==> src/rtl/ls30rot_encoder_pkg.sv <==
// Shared LS-30 definitions: FSM states, position limit, wire-pattern and distance helpers.
// Used by both the rotary encoder and the rotation decoder.
package ls30_pkg;

  typedef enum logic [1:0] {IDLE, OVERLAP, HOLD} ls30_state_e;

  localparam logic [3:0] POS_MAX = 4'd11;

  function automatic logic [3:0] ls30_single(input logic [3:0] pos);
    return 4'b0001 << pos[1:0];
  endfunction

  // Forward (CW) distance from pos to target, modulo 12.
  function automatic logic [3:0] ls30_dist(input logic [3:0] target, input logic [3:0] pos);
    logic [4:0] d;
    d = {1'b0, target} + 5'd12 - {1'b0, pos};
    if (d >= 5'd12) d = d - 5'd12;
    return d[3:0];
  endfunction

endpackage

==> src/rtl/ls30rot_encoder_if.sv <==
// Controller-side bus of the LS-30 encoder.
// The step_cw/step_ccw pulses exist only when LS30_ENC_STEP_EN is defined.
interface ls30rot_encoder_if;
  logic [3:0] target_pos;
  logic       target_load;
`ifdef LS30_ENC_STEP_EN
  logic       step_cw;
  logic       step_ccw;
`endif
  logic [3:0] ls30_n;
  logic [3:0] pos;
  logic       busy;

  modport master (
`ifdef LS30_ENC_STEP_EN
    output step_cw,
    output step_ccw,
`endif
    output target_pos,
    output target_load,
    input  ls30_n,
    input  pos,
    input  busy
  );

  modport slave (
`ifdef LS30_ENC_STEP_EN
    input  step_cw,
    input  step_ccw,
`endif
    input  target_pos,
    input  target_load,
    output ls30_n,
    output pos,
    output busy
  );
endinterface

==> src/rtl/ls30rot_encoder_phase_timer.sv <==
// Loadable 16-bit down-counter; o_done pulses once when a loaded count has expired.
// Loading with N-1 makes o_done arrive N cycles after the load edge.
module ls30_phase_timer (
  input  logic        clk,
  input  logic        rst,
  input  logic        i_load,
  input  logic [15:0] i_load_val,
  output logic        o_done
);

  logic [15:0] r_cnt;
  logic        r_run;

  assign o_done = r_run && (r_cnt == 16'd0);

  always_ff @(posedge clk or posedge rst) begin
    if (rst) begin
      r_cnt <= 16'd0;
      r_run <= 1'b0;
    end else if (i_load) begin
      r_cnt <= i_load_val;
      r_run <= 1'b1;
    end else if (o_done) begin
      r_run <= 1'b0;
    end else if (r_run) begin
      r_cnt <= r_cnt - 16'd1;
    end
  end

endmodule

==> src/rtl/ls30rot_encoder.sv <==
// LS-30 rotary encoder: steps the 4-wire active-low pattern one detent at a time toward target.
// Define LS30_ENC_STEP_EN to add relative step_cw/step_ccw target nudges.
module ls30rot_encoder #(
  parameter logic [15:0] OVL_CYC  = 16'd1000,
  parameter logic [15:0] HOLD_CYC = 16'd2000
) (
  input  logic               clk,
  input  logic               reset,
  ls30rot_encoder_if.slave   bus
);
  import ls30_pkg::*;

  ls30_state_e r_state;
  logic [3:0]  r_target;
  logic [3:0]  r_pos;
  logic [3:0]  r_next;
  logic [3:0]  r_ls30_n;
  logic        r_busy;
  logic [3:0]  r_dist_p1;
  logic        w_cw;
  logic [3:0]  w_q;
  logic        w_start;
  logic        w_done;
  logic        w_tmr_load;
  logic [15:0] w_tmr_val;

  // Target register; an out-of-range load is swallowed and still outranks a step pulse.
  always_ff @(posedge clk or posedge reset) begin
    if (reset) begin
      r_target <= POS_MAX;
    end else if (bus.target_load) begin
      if (bus.target_pos <= POS_MAX) r_target <= bus.target_pos;
    end
`ifdef LS30_ENC_STEP_EN
    else if (bus.step_cw && !bus.step_ccw) begin
      r_target <= (r_target == POS_MAX) ? 4'd0 : r_target + 4'd1;
    end else if (bus.step_ccw && !bus.step_cw) begin
      r_target <= (r_target == 4'd0) ? POS_MAX : r_target - 4'd1;
    end
`endif
  end

  // Stage p1: registered distance, giving the IDLE decision one cycle after target_r settles.
  always_ff @(posedge clk or posedge reset) begin
    if (reset) r_dist_p1 <= 4'd0;
    else       r_dist_p1 <= ls30_dist(r_target, r_pos);
  end

  assign w_cw    = (r_dist_p1 <= 4'd6);
  assign w_q     = w_cw ? ((r_pos == POS_MAX) ? 4'd0 : r_pos + 4'd1)
                        : ((r_pos == 4'd0) ? POS_MAX : r_pos - 4'd1);
  assign w_start = (r_state == IDLE) && (r_dist_p1 != 4'd0);

  assign w_tmr_load = w_start || ((r_state == OVERLAP) && w_done);
  assign w_tmr_val  = (r_state == IDLE) ? (OVL_CYC - 16'd1) : (HOLD_CYC - 16'd1);

  ls30_phase_timer u_timer (
    .clk        (clk),
    .rst        (reset),
    .i_load     (w_tmr_load),
    .i_load_val (w_tmr_val),
    .o_done     (w_done)
  );

  // Stage p2: state and all outputs registered together.
  always_ff @(posedge clk or posedge reset) begin
    if (reset) begin
      r_state  <= IDLE;
      r_pos    <= POS_MAX;
      r_next   <= POS_MAX;
      r_ls30_n <= 4'b0111;
      r_busy   <= 1'b0;
    end else begin
      case (r_state)
        IDLE: begin
          if (w_start) begin
            r_next   <= w_q;
            r_state  <= OVERLAP;
            r_ls30_n <= ~(ls30_single(r_pos) | ls30_single(w_q));
            r_busy   <= 1'b1;
          end else begin
            r_ls30_n <= ~ls30_single(r_pos);
            r_busy   <= 1'b0;
          end
        end
        OVERLAP: begin
          if (w_done) begin
            r_pos    <= r_next;
            r_state  <= HOLD;
            r_ls30_n <= ~ls30_single(r_next);
          end
        end
        HOLD: begin
          if (w_done) begin
            r_state <= IDLE;
            r_busy  <= 1'b0;
          end
        end
        default: r_state <= IDLE;
      endcase
    end
  end

  assign bus.ls30_n = r_ls30_n;
  assign bus.pos    = r_pos;
  assign bus.busy   = r_busy;

endmodule

==> src/flat_wrapper.sv <==
// flat-port wrapper written by rule: the top's interface ports become plain ports
module ls30rot_encoder_flat import ls30_pkg::*;
#(
  parameter logic [15:0] OVL_CYC  = 16'd1000,
  parameter logic [15:0] HOLD_CYC = 16'd2000
)
  (clk, reset, bus_target_pos, bus_target_load, bus_ls30_n, bus_pos, bus_busy);
  ls30rot_encoder_if bus_i ();
  input  logic clk;
  input  logic reset;
  input wire logic [$bits(bus_i.target_pos)-1:0] bus_target_pos;
  input wire logic [$bits(bus_i.target_load)-1:0] bus_target_load;
  output wire logic [$bits(bus_i.ls30_n)-1:0] bus_ls30_n;
  output wire logic [$bits(bus_i.pos)-1:0] bus_pos;
  output wire logic [$bits(bus_i.busy)-1:0] bus_busy;
  assign bus_i.target_pos = bus_target_pos;
  assign bus_i.target_load = bus_target_load;
  assign bus_ls30_n = bus_i.ls30_n;
  assign bus_pos = bus_i.pos;
  assign bus_busy = bus_i.busy;
  ls30rot_encoder #(.OVL_CYC(OVL_CYC), .HOLD_CYC(HOLD_CYC)) u_core (.clk(clk), .reset(reset), .bus(bus_i));
endmodule
==> config.mk <==
export PLATFORM = sky130hd
export DESIGN_NAME = ls30rot_encoder_flat
export DESIGN_NICKNAME = d
export VERILOG_FILES = /design/src/rtl/ls30rot_encoder_pkg.sv /design/src/rtl/ls30rot_encoder_if.sv /design/src/rtl/ls30rot_encoder_phase_timer.sv /design/src/rtl/ls30rot_encoder.sv /design/src/flat_wrapper.sv
export SDC_FILE = /design/constraint.sdc
export NUM_CORES = 1
export LEC_CHECK = 0
export ABC_AREA = 1
export CAP_MARGIN = 5
export CORE_MARGIN = 2
export CORE_UTILIZATION = 39
export DETAILED_ROUTE_END_ITERATION = 10
export PLACE_DENSITY = 0.64
export SLEW_MARGIN = 15
export SYNTH_ARGS = -nofsm -noshare
export SYNTH_HDL_FRONTEND = slang
export SYNTH_SLANG_ARGS = --single-unit
==> constraint.sdc <==
create_clock -name clk -period 6.71 [get_ports clk]
set_input_delay 1.342 -clock clk [delete_from_list [all_inputs] [get_ports clk]]
set_output_delay 1.342 -clock clk [all_outputs]
set_load 0.01 [all_outputs]
### Word level (Yosys, flattened, before mapping)

Index checks and enable logic that the tools add are counted.
W data, S select, Z words.

| storage, ports and cells | value |
|---|---|
| register bits after elaboration | 40 |
| input bits | 7 |
| output and inout bits | 9 |
| word-level logic and storage cells | 70 |

| operators by class | value |
|---|---|
| add/sub/neg operators | 6 |
| order comparisons | 3 |
| eq/ne operators | 7 |
| shift operators | 3 |
| mux-type cells | 19 |
| bitwise logic cells | 4 |
| reductions and logical operators | 19 |

Operators by type and width:

| operator | count |
|---|---|
| $mux W16 | 3 |
| $mux W4 | 6 |
| $logic_not A16 Y1 | 1 |
| $sub A16 B1 Y16 const B | 1 |
| $not A4 Y4 | 3 |
| $reduce_and A2 Y1 | 6 |
| $shl A1 B2 Y4 const A | 3 |
| $mux W11 | 1 |
| $pmux W4 S2 | 1 |
| $reduce_bool A2 Y1 | 4 |
| $mux W2 | 3 |
| $ne A2 B1 Y1 const B | 3 |
| $pmux W2 S3 | 1 |
| $add A4 B4 Y5 const B | 1 |
| $ge A5 B4 Y1 const B | 1 |
| $sub A5 B4 Y5 | 1 |
| $add A4 B1 Y4 const B | 1 |
| $eq A4 B4 Y1 const B | 1 |
| $le A4 B3 Y1 const B | 1 |
| $le A4 B4 Y1 const B | 1 |
| $logic_not A4 Y1 | 1 |
| $or A4 B4 Y4 | 1 |
| $reduce_bool A4 Y1 | 1 |
| $sub A4 B1 Y4 const B | 1 |
| other kinds (10) | 14 |

### Depth between registers and ports, before layout

| logic depth | value |
|---|---|
| depth in word-level cells | 8 |
| gate-level depth with buffers | 13 |
| mapped depth without buffers | 13 |

### Cells and area by module

From an unflattened synthesis, not the netlist that was laid out.

| unflattened totals | value |
|---|---|
| cells, all modules | 367 |
| area total of the unflattened synthesis | 2665.1 sq um |

By module, submodules not included:

| module | instances | cells each | area each (sq um) | seq. area each (sq um) |
|---|---|---|---|---|
| ls30rot_encoder | 1 | 186 | 1467.7 | 590.6 |
| ls30_phase_timer | 1 | 181 | 1197.4 | 425.4 |

### Worst setup path before layout

Ideal clock, no wire load.

| timing path | value |
|---|---|
| path kind | register -> register |
| start point | reg u_core.r_pos[1], in the netlist u_core.bus.pos[1] |
| end point | reg u_core.r_dist_p1[3] |
| setup time | 0.126 ns |
| data arrival time | 2.273 ns |
| required time | 6.584 ns |
| path slack | 4.311 ns |
| stages on the path, launching flop included | 13 |
| path buffers | 0 |
| clock period less this slack | 2.399 ns |
| path through | dfstp_2 inv_1 ha_1 ha_1 fa_1 xor2_1 ha_1 nand2_1 nand2_1 inv_1 nand3_1 nand2_1 o21ai_0 |

| on the way | value |
|---|---|
| longest elaborated chain between the ends | 3 |
| elaborated cells between the ends (all ways) | 4 |
| classes of those cells | add/sub: 2; order compare: 1; mux: 1 |

Ends and longest elaborated chain:

| element | line | text |
|---|---|---|
| start, declared | ls30rot_encoder.sv:15 | `logic [3:0] r_pos;` |
| start signal, assigned | ls30rot_encoder.sv:88 | `r_pos <= r_next;` |
| $sub A5 B4 Y5 * | ls30rot_encoder_pkg.sv:16 | `d = {1'b0, target} + 5'd12 - {1'b0, pos};` |
| $sub A4 B4 Y4 / $ge A5 B4 Y1 (equally long branches) | ls30rot_encoder_pkg.sv:17 | `if (d >= 5'd12) d = d - 5'd12;` |
| $mux W4 * | ls30rot_encoder_pkg.sv:17 |  |
| end signal, assigned | ls30rot_encoder.sv:46 | `else r_dist_p1 <= ls30_dist(r_target, r_pos);` |
| end, declared | ls30rot_encoder.sv:19 | `logic [3:0] r_dist_p1;` |

Every way passes the cells marked *; elsewhere a longest branch is shown, timed or not.
A chain may end at the register's enable or synchronous reset.

### Worst setup path in the final report

| timing path | value |
|---|---|
| start point | reg u_core.r_pos[0], in the netlist u_core.bus.pos[0] |
| end point | out bus_pos[0] |

RTL lines:

| element | line | text |
|---|---|---|
| end, declared | flat_wrapper.sv:14 | `output wire logic [$bits(bus_i.pos)-1:0] bus_pos;` |

No word-level cell between the ends.

==> run summary <==
Outcome - finished, final reports clean
Initial DRT Pass Iterations - 4
Residual DRC - 0
Mean Syn Cell Area - 7.52 um^2
Asr flop ratio synth - 100%
Crit. End Element - output pin
Reg2Reg Setup Slack - 4.19 ns
Final TNS setup - 0 ns
Nature of the critical path startpoint - flop
Data required, critical path - 5.37 ns
Crit path time final - 2.80 ns
Final WL - 5680 um
Routed len/inst - 12.4 um
CP max-delay cell - dfstp_2
Crit path from - u_core.bus.pos[0]
Critical path fanouts, max - 8
DP HPWL - 4270 um
Num CTS Buffers - 5
Hold crit path type - reg -> reg
Root Driver - clkbuf_8
Synthesized Nets - 379
DIE WIDTH - 87.0 um
Final Hold Viols - 0
Met2 usage in global routing - 29.8%
Largest net degree at the start of global routing - 41
Via count - 2262
Finished Layout Cells - 458
Netlist cell types - 36
Ports - 16
Number of synthesized flops with an enable pin - 0
Worst r2r src - u_core.bus.pos[1]
Layout area overhead - 11.9%
Share of cells above drive strength 1 - 11.9%
Max Clk Rate - 0.357 GHz
CTS sink count - 40
Nets - 399
Sequential fraction of the synthesis area - 37.9%
Total grt overflow - 0
Max Root-Sink Buffers - 2
Core Box Area - 0.00672 mm^2
FF+latch count, synth - 40
Pwr dens - 292 mW/mm^2
Gate Count Post-Synth - 357
First-pass GRT wire length - 10200 um
Final setup vio count - 0
Crit path depth - 1
Row count - 30
Worst Max-Slew Pin Slew - 0.961 ns
Worst reg2reg path depth - 12
Met3 Resource Use GR - 3.22%
Critical Path Sink - bus_pos[0]
Height of the chip - 87.0 um
Max-cap violations - 0
Reg clk slew, reported paths - 0.07 ns
CP arrival - 1.46 ns
LEAKAGE - 1.50 nW
H-tree depth - 2
Commonest non-fill, non-tap cell in the layout - nand2_1
Clk_lat worst skew - 0.30 ns
Antenna viol nets, final - 0
CTS tree - yes
CTS resizes - 0
Most frequent cells in the layout - nand2_1, inv_1, nor2_1, dfrtp_1, nand3_1
CP Buf/Inv Count - 1
Die ar. - 0.00756 mm^2
Initial antenna violation count - 0
Worst IR drop on VDD - 0.136 mV
Slowest Stage Delay on Critical Path - 0.60 ns
Final Slew Violations - 0
R2r endpoint - u_core.r_dist_p1[3]
Final Cycle Share - 41.7%
CP Cell Sequence - clkdlybuf4s50_1
Antenna fix cells - 0
Global Route met1 Usage - 21.0%
Dominant synthesized flop cell - dfrtp_1
CP top delay family - flip-flops
IO Port Bufs - 15
RSZ-0062 raised after global routing - no
Post-CTS Hold Buffers - 0
Clock Skews - 0.00842 ns
Starting Density - 39.9%
All-layer global routing usage - 17.1%
Final core utilization - 44.7%
GP Congestion - 0.858
Via density - 4.94
Drt initial violations - 50
Yosys warnings - 0
Vias in the first global route - 2245
WS Path Type - reg -> out
Relative slew slack - 35.6%
Postcts setup bufs - 0
GR peak layer - met2
Placed Cells - 450
Synthesized cell area - 0.00268 mm^2
[power by group]
group / internal [mW] / switching [mW]
Combinational: 0.138 / 0.192
Sequential: 0.322 / 0.0572
Clock: 0.0839 / 0.0836
Total: 0.544 / 0.332
[flip-flops by register name, indices dropped and copies added (netlist names)]
name and count:
u_core.bus.ls30_n 4, u_core.r_dist_p1 4, u_core.r_state 2, u_core.r_next 4
u_core.bus.busy 1, u_core.r_target 4, u_core.u_timer.r_cnt 16, u_core.bus.pos 4
u_core.u_timer.r_run 1
[logic make-up (layout without fill, tap and decap cells)]
logic type | after synthesis | count (layout) | share of synthesized area [%]
mux | 1 | 1 | 0.420
buf+inv | 56 | 77 | 8.72
xor+xnor | 6 | 6 | 1.96
fa+ha+maj | 15 | 15 | 7.27
compound gates | 42 | 42 | 8.62
simple gates | 197 | 197 | 35.2
flops | 40 | 40 | 37.9
[metrics by stage]
step / setup WS [ns] / hold slack [ns] / area (um^2) / power, mW
CTS: 3.89 / 0.474 / 3000 / 0.889
finish: 3.91 / 0.469 / 3000 / 0.876
detailed placement: 4.06 / 0.462 / 2910 / 0.715
floorplan: 4.31 / 0.453 / 2680 / 0.621
global placement: 4.08 / 0.460 / 2910 / 0.705
global route: 3.84 / 0.505 / 3000 / 0.954
[cell usage after synthesis, types with 3 or more instances]
cell,number,area share (%)
inv_1,50,7.0
nor2_2,3,0.70
nand2_4,3,1.3
a31oi_1,3,0.70
nand3b_1,3,0.84
o21ai_0,15,2.8
a21oi_1,15,2.8
nand4_1,7,1.6
dfstp_2,12,12
nor2_4,3,1.3
dfrtp_1,28,26
xor2_1,5,1.6
nand2_2,4,0.93
nand2_1,102,14
ha_1,14,6.5
o21bai_1,3,0.84
o21ai_1,3,0.56
nor2_1,37,5.2
nand3_1,26,4.8
[layer usage]
layer,vias to the layer above,wire length (um)
met1,1055,2560
met4,0,104
li1,1172,-
met5,-,0
met3,9,153
met2,26,2860
[area by class of cell]
cell class | count | area (um^2)
fillers | 709 | 3710
multi-input cells | 261 | 1430
flip-flops and latches | 40 | 1020
inverters | 53 | 206
repair buffers | 16 | 158
well taps | 80 | 100
clock buffers | 8 | 90.1
[worst register-to-register path, cell delays in order (launching register included)]
cell and delay [ns]:
dfstp_2 0.59, inv_1 0.09, ha_1 0.30, ha_1 0.23, fa_1 0.39, xor2_1 0.20, ha_1 0.19, nand2_1 0.06
nand2_1 0.05, inv_1 0.07, nand3_1 0.11, nand2_1 0.07, o21ai_0 0.07
[how the worst min path moves through the flow]
stage | startpoint | to | cells past startpoint
final | u_core.bus.ls30_n[0] | u_core.bus.ls30_n[0] | 2
after detailed placement | u_core.bus.ls30_n[0] | u_core.bus.ls30_n[0] | 2
after global placement | u_core.bus.ls30_n[2] | u_core.bus.ls30_n[2] | 2
after floorplan | u_core.r_target[2] | u_core.r_target[2] | 2
after CTS | u_core.bus.ls30_n[0] | u_core.bus.ls30_n[0] | 2
after global routing | u_core.bus.ls30_n[2] | u_core.bus.ls30_n[2] | 2
(Power assumes the default switching activity.)
